==> src/rtl/serdes_pkg.sv <==
// Shared definitions for the serial deserialiser: FSM state encoding and parity helper.
package serdes_pkg;

  typedef enum logic [1:0] {
    HUNT = 2'd0,
    DATA = 2'd1,
    PAR  = 2'd2
  } state_e;

  // Widest word the parity helper folds; callers zero-extend into this width.
  localparam int unsigned PAR_MAX_W = 64;

  // Even parity of a word: 1 when the word holds an odd number of ones.
  function automatic logic even_par(input logic [PAR_MAX_W-1:0] v);
    return ^v;
  endfunction

endpackage

==> src/rtl/shift_reg_en.sv <==
// Right-shift register: new bit enters at the MSB, sync clear has priority over shift.
module shift_reg_en #(
  parameter int unsigned N = 8
) (
  input  logic         clk,
  input  logic         reset,
  input  logic         en_i,
  input  logic         clr_i,
  input  logic         d_i,
  output logic [N-1:0] q_o
);

  logic [N-1:0] q_q;
  logic [N-1:0] q_d;

  // Next value: clear, shift in at the top, or hold.
  always_comb begin
    q_d = q_q;
    if (clr_i) begin
      q_d = '0;
    end else if (en_i) begin
      q_d = {d_i, q_q[N-1:1]};
    end
  end

  // Storage with asynchronous reset.
  always_ff @(posedge clk or posedge reset) begin
    if (reset) begin
      q_q <= '0;
    end else begin
      q_q <= q_d;
    end
  end

  assign q_o = q_q;

endmodule

==> src/rtl/serial_frame_deser.sv <==
// Serial frame deserialiser: hunts for an LSB-first sync word, collects a data word
// plus even parity, and presents good words on a valid/ready port.
module serial_frame_deser
  import serdes_pkg::*;
#(
  parameter int unsigned    DW   = 8,
  parameter int unsigned    SW   = 8,
  parameter logic [SW-1:0]  SYNC = SW'(8'hA5)
) (
  input  logic          clk,
  input  logic          reset,
  input  logic          bit_en,
  input  logic          s_in,
  input  logic          rx_ready,
  input  logic          clr_ovr,
  output logic [DW-1:0] rx_data,
  output logic          rx_valid,
  output logic          par_err,
  output logic          overrun,
  output logic          locked
);

  localparam int unsigned   CW       = $clog2(DW);
  localparam logic [CW-1:0] CNT_LAST = CW'(DW - 1);

  state_e        state_q, state_d;
  logic [CW-1:0] cnt_q, cnt_d;
  logic [DW-1:0] rx_data_q, rx_data_d;
  logic          rx_valid_q, rx_valid_d;
  logic          par_err_q, par_err_d;
  logic          overrun_q, overrun_d;
  logic          locked_q, locked_d;

  logic [SW-1:0] win_q;
  logic [SW-1:0] win_cand;
  logic          win_en, win_clr;
  logic [DW-1:0] sh_q;
  logic          sh_en;

  // Sync window: only shifts while hunting, cleared after every parity bit.
  shift_reg_en #(.N(SW)) u_win (
    .clk   (clk),
    .reset (reset),
    .en_i  (win_en),
    .clr_i (win_clr),
    .d_i   (s_in),
    .q_o   (win_q)
  );

  // Data shifter: collects the word while locked.
  shift_reg_en #(.N(DW)) u_shift (
    .clk   (clk),
    .reset (reset),
    .en_i  (sh_en),
    .clr_i (1'b0),
    .d_i   (s_in),
    .q_o   (sh_q)
  );

  // Window contents as they would be after shifting in the current bit.
  assign win_cand = SW'({s_in, win_q} >> 1);

  // Next-state, counter and output-register logic.
  always_comb begin
    state_d    = state_q;
    cnt_d      = cnt_q;
    rx_data_d  = rx_data_q;
    rx_valid_d = rx_valid_q;
    par_err_d  = 1'b0;
    overrun_d  = overrun_q;
    win_en     = 1'b0;
    win_clr    = 1'b0;
    sh_en      = 1'b0;

    if (rx_valid_q && rx_ready) begin
      rx_valid_d = 1'b0;
    end
    if (clr_ovr) begin
      overrun_d = 1'b0;
    end

    case (state_q)
      HUNT: begin
        if (bit_en) begin
          win_en = 1'b1;
          if (win_cand == SYNC) begin
            state_d = DATA;
            cnt_d   = '0;
          end
        end
      end
      DATA: begin
        if (bit_en) begin
          sh_en = 1'b1;
          cnt_d = cnt_q + CW'(1);
          if (cnt_q == CNT_LAST) begin
            state_d = PAR;
            cnt_d   = '0;
          end
        end
      end
      PAR: begin
        if (bit_en) begin
          win_clr = 1'b1;
          state_d = HUNT;
          if (even_par(PAR_MAX_W'(sh_q)) ^ s_in) begin
            par_err_d = 1'b1;
          end else if (rx_valid_q && !rx_ready) begin
            overrun_d = 1'b1;
          end else begin
            rx_data_d  = sh_q;
            rx_valid_d = 1'b1;
          end
        end
      end
      default: begin
        state_d = HUNT;
      end
    endcase

    locked_d = (state_d != HUNT);
  end

  // State and output registers.
  always_ff @(posedge clk or posedge reset) begin
    if (reset) begin
      state_q    <= HUNT;
      cnt_q      <= '0;
      rx_data_q  <= '0;
      rx_valid_q <= 1'b0;
      par_err_q  <= 1'b0;
      overrun_q  <= 1'b0;
      locked_q   <= 1'b0;
    end else begin
      state_q    <= state_d;
      cnt_q      <= cnt_d;
      rx_data_q  <= rx_data_d;
      rx_valid_q <= rx_valid_d;
      par_err_q  <= par_err_d;
      overrun_q  <= overrun_d;
      locked_q   <= locked_d;
    end
  end

  assign rx_data  = rx_data_q;
  assign rx_valid = rx_valid_q;
  assign par_err  = par_err_q;
  assign overrun  = overrun_q;
  assign locked   = locked_q;

endmodule

==> config.mk <==
export PLATFORM = sky130hd
export DESIGN_NAME = serial_frame_deser
export DESIGN_NICKNAME = d
export VERILOG_FILES = /design/src/rtl/serdes_pkg.sv /design/src/rtl/shift_reg_en.sv /design/src/rtl/serial_frame_deser.sv
export SDC_FILE = /design/constraint.sdc
export NUM_CORES = 1
export LEC_CHECK = 0
export CORE_UTILIZATION = 50
export DETAILED_ROUTE_END_ITERATION = 10
export PLACE_DENSITY = 0.75
export SLEW_MARGIN = 20
export SYNTH_ARGS = -nofsm -noshare
export SYNTH_HDL_FRONTEND = slang
export SYNTH_HIERARCHICAL = 1
export SYNTH_SLANG_ARGS = --single-unit
==> constraint.sdc <==
create_clock -name clk -period 3.36 [get_ports clk]
set_clock_uncertainty 0.05 [all_clocks]
set_input_delay 0.336 -clock clk [delete_from_list [all_inputs] [get_ports clk]]
set_output_delay 0.336 -clock clk [all_outputs]
set_load 0.01 [all_outputs]
* Yosys cells after proc, flatten, opt, wreduce, memory -nomap -nowiden *
Cells that the tools add are included.
Widths: inputs -> output; s select.

storage, ports and cells
  register bits = 33
  output and inout port bits = 12
  input port bits = 6

cells by class
  equality and inequality tests = 7
  reductions and logical operators = 10
  add/sub/neg operators = 1
  bitwise logic cells = 3
  mux-type cells = 30

operator list
  kind                 number
  $reduce_xor 64->1    1
  $mux 1               17
  $mux 8               2
  $mux 3               4
  $mux 2               5
  $eq 8x8->1 const B   1
  $reduce_and 4->1     2
  $ne 2x2->1 const B   3
  $pmux 2 s3           1
  $pmux 3 s2           1
  $reduce_bool 2->1    3
  $add 3x1->3 const B  1
  $eq 3x3->1 const B   1
  $eq 2x1->1 const B   1
  $eq 2x2->1 const B   1
  $logic_and 1x1->1    2
  $logic_not 2->1      1
  $not 1->1            2
  $logic_not 1->1      1
  $xor 1x1->1          1

* Longest topological paths before layout *
  depth after elaboration = 6
  depth in mapped cells = 5
  mapped depth without buffers = 4

* Modules after synthesis *
Netlist, hierarchy kept.

modules (own cells, without submodules)
  module              cells an instance  instances  area each (um^2)  seq. area each (um^2)
  serial_frame_deser  62                 1          829.5             425.4
  shift_reg_en        27                 2          329.1             200.2

* Worst setup path before layout *
OpenSTA, ideal clock, no wires.

  path type = register -> register
  start = register u_shift.q_q[0] (netlist: u_shift/q_o[0])
  end = register rx_data_q[0] (netlist: rx_data[0])
  setup slack = 1.525 ns
  stages on the path, launching flop included = 5
  path buffers = 0
  arrival time = 1.660 ns
  data required time = 3.185 ns
  clock period less this slack = 1.835 ns
  setup time = 0.125 ns
  cell sequence = dfrtp_1 -> xor2_1 -> xnor3_2 -> mux2i_4 -> mux2_2

between the ends
  longest elaborated chain between the ends = 4

RTL lines
  what                        line                       RTL
  start, declared             shift_reg_en.sv:13         logic [N-1:0] q_q;
  start signal, assigned      shift_reg_en.sv:31         q_q <= q_d;
  $reduce_xor 64->1           serdes_pkg.sv:15           return ^v;
  $xor 1x1->1                 serial_frame_deser.sv:106  if (even_par(PAR_MAX_W'(sh_q)) ^ s_in) begin
  $not 1->1 (no line)         --
  $reduce_and 4->1 (no line)  --
  end signal, assigned        serial_frame_deser.sv:137  rx_data_q <= rx_data_d;
  end, declared               serial_frame_deser.sv:28   logic [DW-1:0] rx_data_q, rx_data_d;

Several ways; a longest one is shown, not always the timed one.
A chain may end at the register's enable or synchronous reset.

* Final worst setup path *
  start = register u_shift.q_q[0] (netlist: u_shift/q_o[0])
  end = register rx_data_q[5] (netlist: rx_data[5])

between the ends
  longest elaborated chain between the ends = 4

RTL lines
  what                        line
  $reduce_xor 64->1           serdes_pkg.sv:15
  $xor 1x1->1                 serial_frame_deser.sv:106
  $not 1->1 (no line)         --
  $reduce_and 4->1 (no line)  --

Every way passes these cells.

==> results.tsv <==
metric	value	unit
post-CTS sizing	0	
Met2 Routed Length	1.08	mm
sw frac	0.279	
metal1 wirelength	1.11	mm
Worst slew margin	0.475	
clk_lat worst skew	340	ps
Die Y	55.8	µm
sequential share of power	0.558	
Post-Syn Nets	121	
H-tree depth	2	
gpl congestion	0.711	
actual slew at the worst max-slew pin	786	ps
worst path required time	3540	ps
post-synthesis cell area	1450	µm²
I/O pins	18	
Comb pwr share	0.186	
CTS buffer count	5	
core box area	2760	µm²
P_int	0.632	mW
RSZ-0062 raised after global routing	no	
Leak	0.800	nW
PortBufs	17	
largest fanout on the critical path	8	
fin cells	165	
Highest Signal Layer	met4	
nature of the critical path startpoint	register	
CTS tree	built	
R2R Setup Slk	1370	ps
wire length on met3	83	µm
placed insts	157	
clock group share of total power	0.256	
drt via density	5.29	
die area	3120	µm²
CTS sink cnt	32	
layout cells sized above 1	0.127	
Reg2Reg Capture Point	rx_data[5]$_DFFE_PP0P_	
routed vias	873	
gate count of the mapped netlist	113	
pin count of the biggest net entering global routing	18	
Slew Viols, Final	0	
number of global-route vias before repair	941	
Hold Vio Cnt, Final	0	
WL per Instance	14.3	µm
synth warn	6	
Final Critical Period	1990	ps
crit share post-route	0.592	
post-layout net count	141	
grt total ovfl	0	
initial antenna violation count	0	
pwr dens	520	nW/µm²
First-pass DRT Iterations	4	
# hold bufs at CTS	0	
drt drc	0	
Post-DP HPWL	1.70	mm
first-pass GRT wire length	4.20	mm
Initial Util	0.525	
clk slew on worst S/H paths	90	ps
status	finished clean	
All-Layer GR Usage	0.181	
VDD IR max	0.436	mV
most frequent cells in the layout	dfrtp_1 (32), nor2_1 (17), clkdlybuf4s50_1 (17)	
initial drt markers	15	
Rows	19	
hold crit path type	in -> async	
Max-Cap Viols	0	
root buf cell	clkbuf_4	
FMAX	0.503	GHz
post-CTS setup buffer count	0	
final setup vio count	0	
leading cell type in the layout, fill and taps excluded	dfrtp_1	
Clock Tree Buf Depth	2	
Antenna Cells	0	
worst reg-to-reg path cell count	4	
Worst EP arrival	2170	ps
area grow syn2layout	16.4	%
CP endpoint kind	register	
switching power	0.245	mW
Routed Antenna Nets	0	
Die W	55.8	µm
Setup CP Type	reg -> reg	
reg2reg start	u_shift/q_o[0]$_DFFE_PP0P_	
Mean Syn Cell Area	12.8	µm²
Total Wirelength	2.35	mm
Sum Neg Setup Slack	0	ps
[layer usage]
layer	vias up	GRT usage
met2	14	0.263
li1	425	-
met5	-	0
met1	426	0.239
met4	0	0.115
met3	8	0.0512
[cell type report]
| cell class | instances | area (µm²) |
|---|---|---|
| fill | 224 | 1070 |
| sequential | 32 | 801 |
| multi-input combinational | 72 | 599 |
| timing repair buffer | 17 | 170 |
| clock buffer | 8 | 58.8 |
| tap | 31 | 38.8 |
| inverter | 5 | 18.8 |
[stage by stage]
step           hold WS, ps   util  power [mW]  setup WS [ps]  instance area, µm²
3_3_place_gp           419  0.590       0.647           1070                1630
4_1_cts                238  0.612       0.885           1360                1690
2_1_floorplan         89.4      -       0.619           1520                1450
3_5_place_dp           441  0.590       0.660           1040                1630
6_report               233  0.612       0.877           1370                1690
5_1_grt                264  0.612       0.929           1250                1690
[worst max-delay path by stage]
stage,from,endpoint,slack [ps]
6_report,u_shift/q_o[0]$_DFFE_PP0P_,rx_data[5]$_DFFE_PP0P_,1370
5_1_grt,bit_en,u_win/q_o[7]$_DFFE_PP0P_,1250
4_1_cts,u_shift/q_o[3]$_DFFE_PP0P_,rx_data[5]$_DFFE_PP0P_,1360
3_5_place_dp,s_in,rx_data[5]$_DFFE_PP0P_,1040
3_3_place_gp,s_in,rx_data[1]$_DFFE_PP0P_,1070
2_1_floorplan,u_shift/q_o[0]$_DFFE_PP0P_,rx_data[0]$_DFFE_PP0P_,1520
[sequential cells by signal (all words and copies together), names as in the netlist, 2 cells and up]
name and flops:
rx_data 8, u_shift/q_o 8, u_win/q_o 7, cnt_q 3, state_q 2
[power groups by stage]
stage / clock network [mW] / logic (mW) / registers (mW)
after CTS: 0.232 / 0.166 / 0.488
after global routing: 0.254 / 0.180 / 0.495
after detailed placement: 0 / 0.164 / 0.496
after floorplan: 0 / 0.134 / 0.485
final: 0.224 / 0.163 / 0.489
after global placement: 0 / 0.156 / 0.490
[worst max-delay path, stage by stage, from the launching register on]
cell	delay [ps]
dfrtp_1	420
xor2_1	170
xnor3_2	450
mux2i_4	410
mux2_2	380
No activity file was read; power rests on OpenSTA's default activity.
